==> src/rtl/fpga_cmd_master_if.sv <==
// SPI bus bundle between the command master and the FPGA slave.
// Mode 0, MSB first; the master owns ncs/sck/mosi.
interface fpga_cmd_master_if;
  logic ncs;
  logic sck;
  logic mosi;
  logic miso;

  modport master (
    output ncs,
    output sck,
    output mosi,
    input  miso
  );

  modport slave (
    input  ncs,
    input  sck,
    input  mosi,
    output miso
  );
endinterface

==> src/rtl/fpga_cmd_master.sv <==
// SPI command master: sends a command byte plus payload and
// captures the full-duplex response into a readable buffer.
module fpga_cmd_master #(
  parameter int CLK_DIV    = 4,
  parameter int GAP_CYCLES = 8,
  parameter int MAX_BYTES  = 15
) (
  input  logic       sysclk,
  input  logic       rst,
  input  logic       start,
  input  logic       cmd_rw,
  input  logic [6:0] cmd_code,
  input  logic [3:0] num_bytes,
  input  logic       tx_we,
  input  logic [3:0] tx_addr,
  input  logic [7:0] tx_data,
  input  logic [3:0] rx_addr,
  output logic [7:0] rx_data,
  output logic       busy,
  output logic       done,
  output logic       status_ok,
  output logic       motors_en,
  fpga_cmd_master_if.master spi
);

  localparam logic [3:0]  MAXB     = 4'(MAX_BYTES);
  localparam logic [7:0]  DIV_LAST = 8'(CLK_DIV - 1);
  localparam logic [15:0] GAP_LAST = 16'(GAP_CYCLES - 1);

  typedef enum logic [2:0] {
    IDLE,
    SETUP,
    XFER,
    HOLD,
    GAP
  } state_t;

  state_t      state_q, state_d;
  logic [7:0]  div_q, div_d;
  logic [15:0] gap_q, gap_d;
  logic [6:0]  bit_q, bit_d;
  logic [3:0]  nbytes_q, nbytes_d;
  logic [7:0]  cmd_q, cmd_d;
  logic [6:0]  shift_q, shift_d;
  logic        ncs_q, ncs_d;
  logic        sck_q, sck_d;
  logic        mosi_q, mosi_d;
  logic        busy_q, busy_d;
  logic        done_q, done_d;
  logic        status_ok_q, status_ok_d;
  logic        motors_en_q, motors_en_d;
  logic [7:0]  tx_buf_q [MAX_BYTES];
  logic [7:0]  tx_buf_d [MAX_BYTES];
  logic [7:0]  rx_buf_q [MAX_BYTES];
  logic [7:0]  rx_buf_d [MAX_BYTES];

  logic        tick;
  logic        rise;
  logic        fall;
  logic [3:0]  nb_clamped;
  logic [7:0]  rx_byte;
  logic [7:0]  nxt_byte;

  assign tick = (div_q == DIV_LAST);

  // Zero bytes still means one command byte; cap at buffer depth.
  always_comb begin
    nb_clamped = num_bytes;
    if (num_bytes == 4'd0) begin
      nb_clamped = 4'd1;
    end else if (num_bytes > MAXB) begin
      nb_clamped = MAXB;
    end
  end

  // Next-state, SPI bit engine and buffer updates.
  always_comb begin
    state_d     = state_q;
    div_d       = div_q;
    gap_d       = gap_q;
    bit_d       = bit_q;
    nbytes_d    = nbytes_q;
    cmd_d       = cmd_q;
    shift_d     = shift_q;
    ncs_d       = ncs_q;
    sck_d       = sck_q;
    mosi_d      = mosi_q;
    busy_d      = busy_q;
    done_d      = 1'b0;
    status_ok_d = status_ok_q;
    motors_en_d = motors_en_q;
    tx_buf_d    = tx_buf_q;
    rx_buf_d    = rx_buf_q;
    rise        = 1'b0;
    fall        = 1'b0;
    rx_byte     = {shift_q, spi.miso};
    nxt_byte    = cmd_q;

    if (tx_we && !busy_q && tx_addr != 4'd0 && tx_addr < MAXB) begin
      tx_buf_d[tx_addr] = tx_data;
    end

    unique case (state_q)
      IDLE: begin
        if (start) begin
          cmd_d    = {cmd_rw, cmd_code};
          nbytes_d = nb_clamped;
          ncs_d    = 1'b0;
          busy_d   = 1'b1;
          mosi_d   = cmd_rw;
          div_d    = '0;
          bit_d    = '0;
          state_d  = SETUP;
        end
      end
      SETUP: begin
        div_d = tick ? '0 : div_q + 8'd1;
        if (tick) begin
          rise    = 1'b1;
          state_d = XFER;
        end
      end
      XFER: begin
        div_d = tick ? '0 : div_q + 8'd1;
        if (tick) begin
          fall = sck_q;
          rise = !sck_q;
        end
      end
      HOLD: begin
        div_d = tick ? '0 : div_q + 8'd1;
        if (tick) begin
          ncs_d   = 1'b1;
          done_d  = 1'b1;
          mosi_d  = 1'b0;
          gap_d   = '0;
          state_d = GAP;
        end
      end
      GAP: begin
        gap_d = gap_q + 16'd1;
        if (gap_q == GAP_LAST) begin
          busy_d  = 1'b0;
          state_d = IDLE;
        end
      end
      default: begin
        state_d = IDLE;
      end
    endcase

    if (rise) begin
      sck_d   = 1'b1;
      shift_d = rx_byte[6:0];
      bit_d   = bit_q + 7'd1;
      if (bit_q[2:0] == 3'd7) begin
        rx_buf_d[bit_q[6:3]] = rx_byte;
        if (bit_q[6:3] == 4'd0) begin
          status_ok_d = (rx_byte[7:6] == 2'b10);
          motors_en_d = rx_byte[5];
        end
      end
    end

    if (fall) begin
      sck_d = 1'b0;
      if (bit_q == {nbytes_q, 3'b000}) begin
        state_d = HOLD;
      end else begin
        if (bit_q[6:3] != 4'd0) begin
          nxt_byte = tx_buf_q[bit_q[6:3]];
        end
        mosi_d = nxt_byte[~bit_q[2:0]];
      end
    end
  end

  // State and buffer registers with synchronous reset.
  always_ff @(posedge sysclk) begin
    if (rst) begin
      state_q     <= IDLE;
      div_q       <= '0;
      gap_q       <= '0;
      bit_q       <= '0;
      nbytes_q    <= 4'd1;
      cmd_q       <= '0;
      shift_q     <= '0;
      ncs_q       <= 1'b1;
      sck_q       <= 1'b0;
      mosi_q      <= 1'b0;
      busy_q      <= 1'b0;
      done_q      <= 1'b0;
      status_ok_q <= 1'b0;
      motors_en_q <= 1'b0;
      tx_buf_q    <= '{default: '0};
      rx_buf_q    <= '{default: '0};
    end else begin
      state_q     <= state_d;
      div_q       <= div_d;
      gap_q       <= gap_d;
      bit_q       <= bit_d;
      nbytes_q    <= nbytes_d;
      cmd_q       <= cmd_d;
      shift_q     <= shift_d;
      ncs_q       <= ncs_d;
      sck_q       <= sck_d;
      mosi_q      <= mosi_d;
      busy_q      <= busy_d;
      done_q      <= done_d;
      status_ok_q <= status_ok_d;
      motors_en_q <= motors_en_d;
      tx_buf_q    <= tx_buf_d;
      rx_buf_q    <= rx_buf_d;
    end
  end

  // Response buffer read port; out-of-range indices read as zero.
  always_comb begin
    rx_data = 8'h00;
    if (rx_addr < MAXB) begin
      rx_data = rx_buf_q[rx_addr];
    end
  end

  assign spi.ncs   = ncs_q;
  assign spi.sck   = sck_q;
  assign spi.mosi  = mosi_q;
  assign busy      = busy_q;
  assign done      = done_q;
  assign status_ok = status_ok_q;
  assign motors_en = motors_en_q;

endmodule

==> src/flat_wrapper.sv <==
// flat-port wrapper written by rule: the top's interface ports become plain ports
module fpga_cmd_master_flat 
#(
  parameter int CLK_DIV    = 4,
  parameter int GAP_CYCLES = 8,
  parameter int MAX_BYTES  = 15
)
  (sysclk, rst, start, cmd_rw, cmd_code, num_bytes, tx_we, tx_addr, tx_data, rx_addr, rx_data, busy, done, status_ok, motors_en, spi_ncs, spi_sck, spi_mosi, spi_miso);
  fpga_cmd_master_if spi_i ();
  input  logic sysclk;
  input  logic rst;
  input  logic start;
  input  logic cmd_rw;
  input  logic [6:0] cmd_code;
  input  logic [3:0] num_bytes;
  input  logic tx_we;
  input  logic [3:0] tx_addr;
  input  logic [7:0] tx_data;
  input  logic [3:0] rx_addr;
  output logic [7:0] rx_data;
  output logic busy;
  output logic done;
  output logic status_ok;
  output logic motors_en;
  output wire logic [$bits(spi_i.ncs)-1:0] spi_ncs;
  output wire logic [$bits(spi_i.sck)-1:0] spi_sck;
  output wire logic [$bits(spi_i.mosi)-1:0] spi_mosi;
  input wire logic [$bits(spi_i.miso)-1:0] spi_miso;
  assign spi_ncs = spi_i.ncs;
  assign spi_sck = spi_i.sck;
  assign spi_mosi = spi_i.mosi;
  assign spi_i.miso = spi_miso;
  fpga_cmd_master #(.CLK_DIV(CLK_DIV), .GAP_CYCLES(GAP_CYCLES), .MAX_BYTES(MAX_BYTES)) u_core (.sysclk(sysclk), .rst(rst), .start(start), .cmd_rw(cmd_rw), .cmd_code(cmd_code), .num_bytes(num_bytes), .tx_we(tx_we), .tx_addr(tx_addr), .tx_data(tx_data), .rx_addr(rx_addr), .rx_data(rx_data), .busy(busy), .done(done), .status_ok(status_ok), .motors_en(motors_en), .spi(spi_i));
endmodule
==> config.mk <==
export PLATFORM = sky130hd
export DESIGN_NAME = fpga_cmd_master_flat
export DESIGN_NICKNAME = d
export VERILOG_FILES = /design/src/rtl/fpga_cmd_master_if.sv /design/src/rtl/fpga_cmd_master.sv /design/src/flat_wrapper.sv
export SDC_FILE = /design/constraint.sdc
export NUM_CORES = 1
export LEC_CHECK = 0
export ABC_CLOCK_PERIOD_IN_PS = 3000
export CAP_MARGIN = 20
export CORE_ASPECT_RATIO = 1.4
export CORE_MARGIN = 3
export CORE_UTILIZATION = 29
export DETAILED_ROUTE_END_ITERATION = 12
export GPL_TIMING_DRIVEN = 0
export PLACE_DENSITY_LB_ADDON = 0.2
export SETUP_SLACK_MARGIN = 0.02
export SLEW_MARGIN = 40
export SYNTH_ARGS = -nofsm -noshare
export SYNTH_HDL_FRONTEND = slang
export SYNTH_SLANG_ARGS = --single-unit
==> constraint.sdc <==
create_clock -name sysclk -period 3 [get_ports sysclk]
set_input_delay 0.6 -clock sysclk [delete_from_list [all_inputs] [get_ports sysclk]]
set_output_delay 0.6 -clock sysclk [all_outputs]
set_load 0.01 [all_outputs]
==> flow_metrics.env, run 1 <==
export IMPL_synthCells=1404
export IMPL_p_int_mw=6.80
export IMPL_post_route_period_util_pct=97.7
export IMPL_hp_class="reg2reg"
export IMPL_grt_pass1_vias=10600
export IMPL_vias=10500
export IMPL_pwr_share_comb_pct=4.7
export IMPL_initial_core_util_pct=29.3
export IMPL_synthToLayoutAreaGrowth_pct=18.6
export IMPL_dp_cells=2064
export IMPL_fmax_mhz=341
export IMPL_yosysWarnings=0
export IMPL_multi_input_area_um2=7070
export IMPL_peakVddDrop_mv=0.386
export IMPL_fin_cells=2129
export IMPL_antenna_left=0
export IMPL_die_h_um=261
export IMPL_cts_clk_slew_worst_paths_ns=0.06
export IMPL_drcViolationCount=0
export IMPL_power_frac_clock_pct=50.4
export IMPL_critPathMaxFanout=7
export IMPL_cts_root_buffer="clkbuf_16"
export IMPL_cts_htree_levels=2
export IMPL_worst_slew_pin_slew_ns=0.874
export IMPL_cpLargestDelayFamily="multiplexers"
export IMPL_syn_nets=1442
export IMPL_wire_per_inst_um=21.1
export IMPL_dpl_cell_area_um2=14700
export IMPL_grt_overflow_total=0
export IMPL_p_leak_nw=6.24
export IMPL_p_seq_share_pct=44.9
export IMPL_place_congestion=0.919
export IMPL_cp_required_ns=2.40
export IMPL_ios=48
export IMPL_post_route_min_period_ns=2.93
export IMPL_synthesis_area_um2=13500
export IMPL_synth_distinct_cells=72
export IMPL_grt_pass1_wl_um=67500
export IMPL_path_common_cell="mux4_2"
export IMPL_die_x_um=188
export IMPL_n_antenna_cell=0
export IMPL_fp_coreArea_um2=46100
export IMPL_worst_hold_slack_ns=0.456
export IMPL_setup_violations=0
export IMPL_drt_vias_per_instance=4.95
export IMPL_syn_area_per_cell_um2=9.63
export IMPL_wl_um=44800
export IMPL_first_pass_iters=5
export IMPL_fillers=4811
export IMPL_grt_util_all_layers_pct=18.0
export IMPL_ys_flop_type="dfxtp_1"
export IMPL_critical_path_class="in2out"
export IMPL_cts_tree="done"
export IMPL_die_area_um2=49300
export IMPL_final_cell_area_um2=16000
export IMPL_switching_share_pct=23.1
export IMPL_switching_power_mw=2.04
export IMPL_async_flop_share_pct=0
export IMPL_crit_arrival_ns=2.33
export IMPL_end_kind="primary output"
export IMPL_grt_max_degree=14
export IMPL_critPathSlowestCell="mux4_2"
export IMPL_post_cts_buffers=0
export IMPL_fin_util_pct=34.8
export IMPL_max_cap_violations=0
export IMPL_synth_seq_cells=295
export IMPL_antenna_found_initial=0
export IMPL_rows=93
export IMPL_dr_first_iter_drc_count=687
export IMPL_port_buffers=42
export IMPL_slew_violations=0
export IMPL_synth_edf_count=0
export IMPL_critPathLaunchType="primary input"
export IMPL_numCtsBuffers=35
export IMPL_nets=1523
export IMPL_slowest_delay_ns=0.52
export IMPL_relSlewSlack_pct=41.8
export IMPL_rsz0062_at_grt="no"
export IMPL_area_sequential_um2=5910
export IMPL_drive_above_1_share_pct=11.1
export IMPL_hold_viol=0
export IMPL_p_per_area_nw_per_um2=552
export IMPL_crit_buf_inv=3
export IMPL_cts_buffer_depth=3
export IMPL_outcome="finished, final reports clean"
export IMPL_final_setup_tns_ns=0
export IMPL_skew_ns=0.0225
export IMPL_cp_cell_sequence="clkbuf_8 > bufbuf_16 > mux4_2 > mux4_2 > clkdlybuf4s15_1"
export IMPL_yosysSeqAreaShare_pct=43.7
export IMPL_cts_sinks=295
export IMPL_dp_hpwl_um=32300
export IMPL_clk_latency_ns=0.52
[metrics by stage]
step | setup WS [ns] | total power, mW
2_1_floorplan | 0.246 | 4.27
3_3_place_gp | -0.838 | 4.46
5_1_grt | 0.0223 | 9.15
3_5_place_dp | -0.747 | 4.47
6_report | 0.0699 | 8.85
4_1_cts | 0.0278 | 8.97
[repair_timing]
item / 4_1_cts / 5_1_grt
hold buffers: 0 / 0
cloned: 1 / 0
pin swaps: 0 / 0
gates resized for setup: 40 / 3
setup endpoints to repair: 8 / 2
[placed cells by master (no fill, tap or decap), drive strengths merged, types with 3 or more instances in the layout]
cell type      instances
a211oi                 7
a21oi                 64
a221o                  5
a221oi                11
a22oi                  4
a311oi                 4
a31oi                  6
and3                  11
buf                   33
bufinv                 4
clkbuf               129
clkdlybuf4s15          4
clkdlybuf4s50         34
clkinv                12
dfxtp                295
dlygate4sd2            3
ha                     5
inv                   14
mux2                  12
mux2i                256
mux4                  36
nand2                109
nand2b                 8
nand3                 40
nand3b                 4
nand4                 12
nor2                 269
nor2b                 19
nor3                  18
nor3b                  4
nor4                   3
o211ai                 3
o21ai                 24
o22ai                  5
or3                    3
xor2                   6
[synth_stat cells, types with 5 or more instances]
master | number | share of area, %
a221oi_1 | 10 | 0.65
and3_1 | 11 | 0.51
clkbuf_1 | 82 | 2.3
buf_4 | 10 | 0.56
xor2_1 | 6 | 0.39
mux2i_1 | 256 | 19
buf_1 | 7 | 0.19
inv_1 | 13 | 0.36
nand3_1 | 37 | 1.4
mux4_2 | 36 | 6.0
a211oi_1 | 7 | 0.39
a221o_1 | 5 | 0.37
nor3_1 | 15 | 0.56
nor2_1 | 261 | 7.2
a21oi_1 | 64 | 2.4
buf_2 | 11 | 0.41
o21ai_0 | 24 | 0.89
nor2b_1 | 18 | 0.83
a31oi_1 | 6 | 0.28
ha_1 | 5 | 0.46
nand2_1 | 106 | 2.9
nand2b_1 | 8 | 0.37
mux2_2 | 11 | 0.92
nor2_8 | 6 | 0.89
nand4_1 | 10 | 0.46
o22ai_1 | 5 | 0.23
dfxtp_1 | 295 | 44
[worst register-to-register path, delay by kind of cell, from the launching register on]
family                 cells  cell delay (ns)
buffers and inverters      3             0.99
flip-flops                 1             0.30
AND/OR/NAND/NOR            1             0.08
AO/OA/AOI/OAI              4             1.26
[routing by layer]
| layer | GRT usage, % | share of wire [%] | vias up |
|---|---|---|---|
| li1 | - | - | 5086 |
| met1 | 20.8 | 40 | 5106 |
| met2 | 33.3 | 52 | 245 |
| met3 | 2.68 | 3.9 | 98 |
| met4 | 7.33 | 4.1 | 0 |
| met5 | 0 | 0 | - |
[power by group through the flow]
stage / Combinational [mW] / Sequential [mW] / Clock, mW
2_1_floorplan: 0.216 / 4.05 / 0
3_3_place_gp: 0.403 / 4.06 / 0
3_5_place_dp: 0.404 / 4.06 / 0
4_1_cts: 0.422 / 3.97 / 4.57
5_1_grt: 0.447 / 3.98 / 4.72
6_report: 0.416 / 3.97 / 4.46
[registers in the layout, indices dropped and copies added (netlist names), 3 cells and up]
register / count
u_core.rx_buf_q: 120
u_core.tx_buf_q: 115
u_core.gap_q: 16
u_core.cmd_q: 8
u_core.div_q: 8
u_core.bit_q: 7
u_core.shift_q: 7
u_core.nbytes_q: 4
u_core.state_q: 3
[kinds of logic after synthesis]
| family | after synthesis | synth area share, % |
|---|---|---|
| and+or+nand+nor | 512 | 18.0 |
| muxes | 304 | 26.0 |
| DFF | 295 | 43.7 |
| AOI/OAI and AO/OA | 154 | 7.30 |
| buffers and inverters | 126 | 4.04 |
| xor gates and xnor gates | 8 | 0.518 |
| adders and majority gates | 5 | 0.463 |
[area by class of cell]
type / instances / area share (%)
Inverter: 13 / 0.304
Clock buffer: 47 / 6.25
Timing Repair Buffer: 44 / 2.84
Buffer: 113 / 3.53
Multi-Input combinational cell: 983 / 44.1
Tap cell: 617 / 4.82
Sequential cell: 295 / 36.8
Clock inverter: 17 / 1.32
[path summary, 6_finish.rpt]
path	slack, ns	cells past startpoint	startpoint	endpoint
max	0.07	5	rx_addr[0]	rx_data[5]
min	0.46	2	u_core.rx_buf_q[113]	u_core.rx_buf_q[113]
max reg2reg	0.23	8	u_core.bit_q[3]	u_core.spi.mosi
min reg2reg	0.46	2	u_core.rx_buf_q[113]	u_core.rx_buf_q[113]
Note: power is estimated with default switching activity, not from simulation.
==> run 2: changes to the inputs <==
--- a/config.mk
+++ b/config.mk
@@ -5,7 +5,6 @@
 export SDC_FILE = /design/constraint.sdc
 export NUM_CORES = 1
 export LEC_CHECK = 0
-export ABC_CLOCK_PERIOD_IN_PS = 3000
 export CAP_MARGIN = 20
 export CORE_ASPECT_RATIO = 1.4
 export CORE_MARGIN = 3
==> results of run 2 <==
The final DEF is identical to that of run 1; final timing and power are the same.
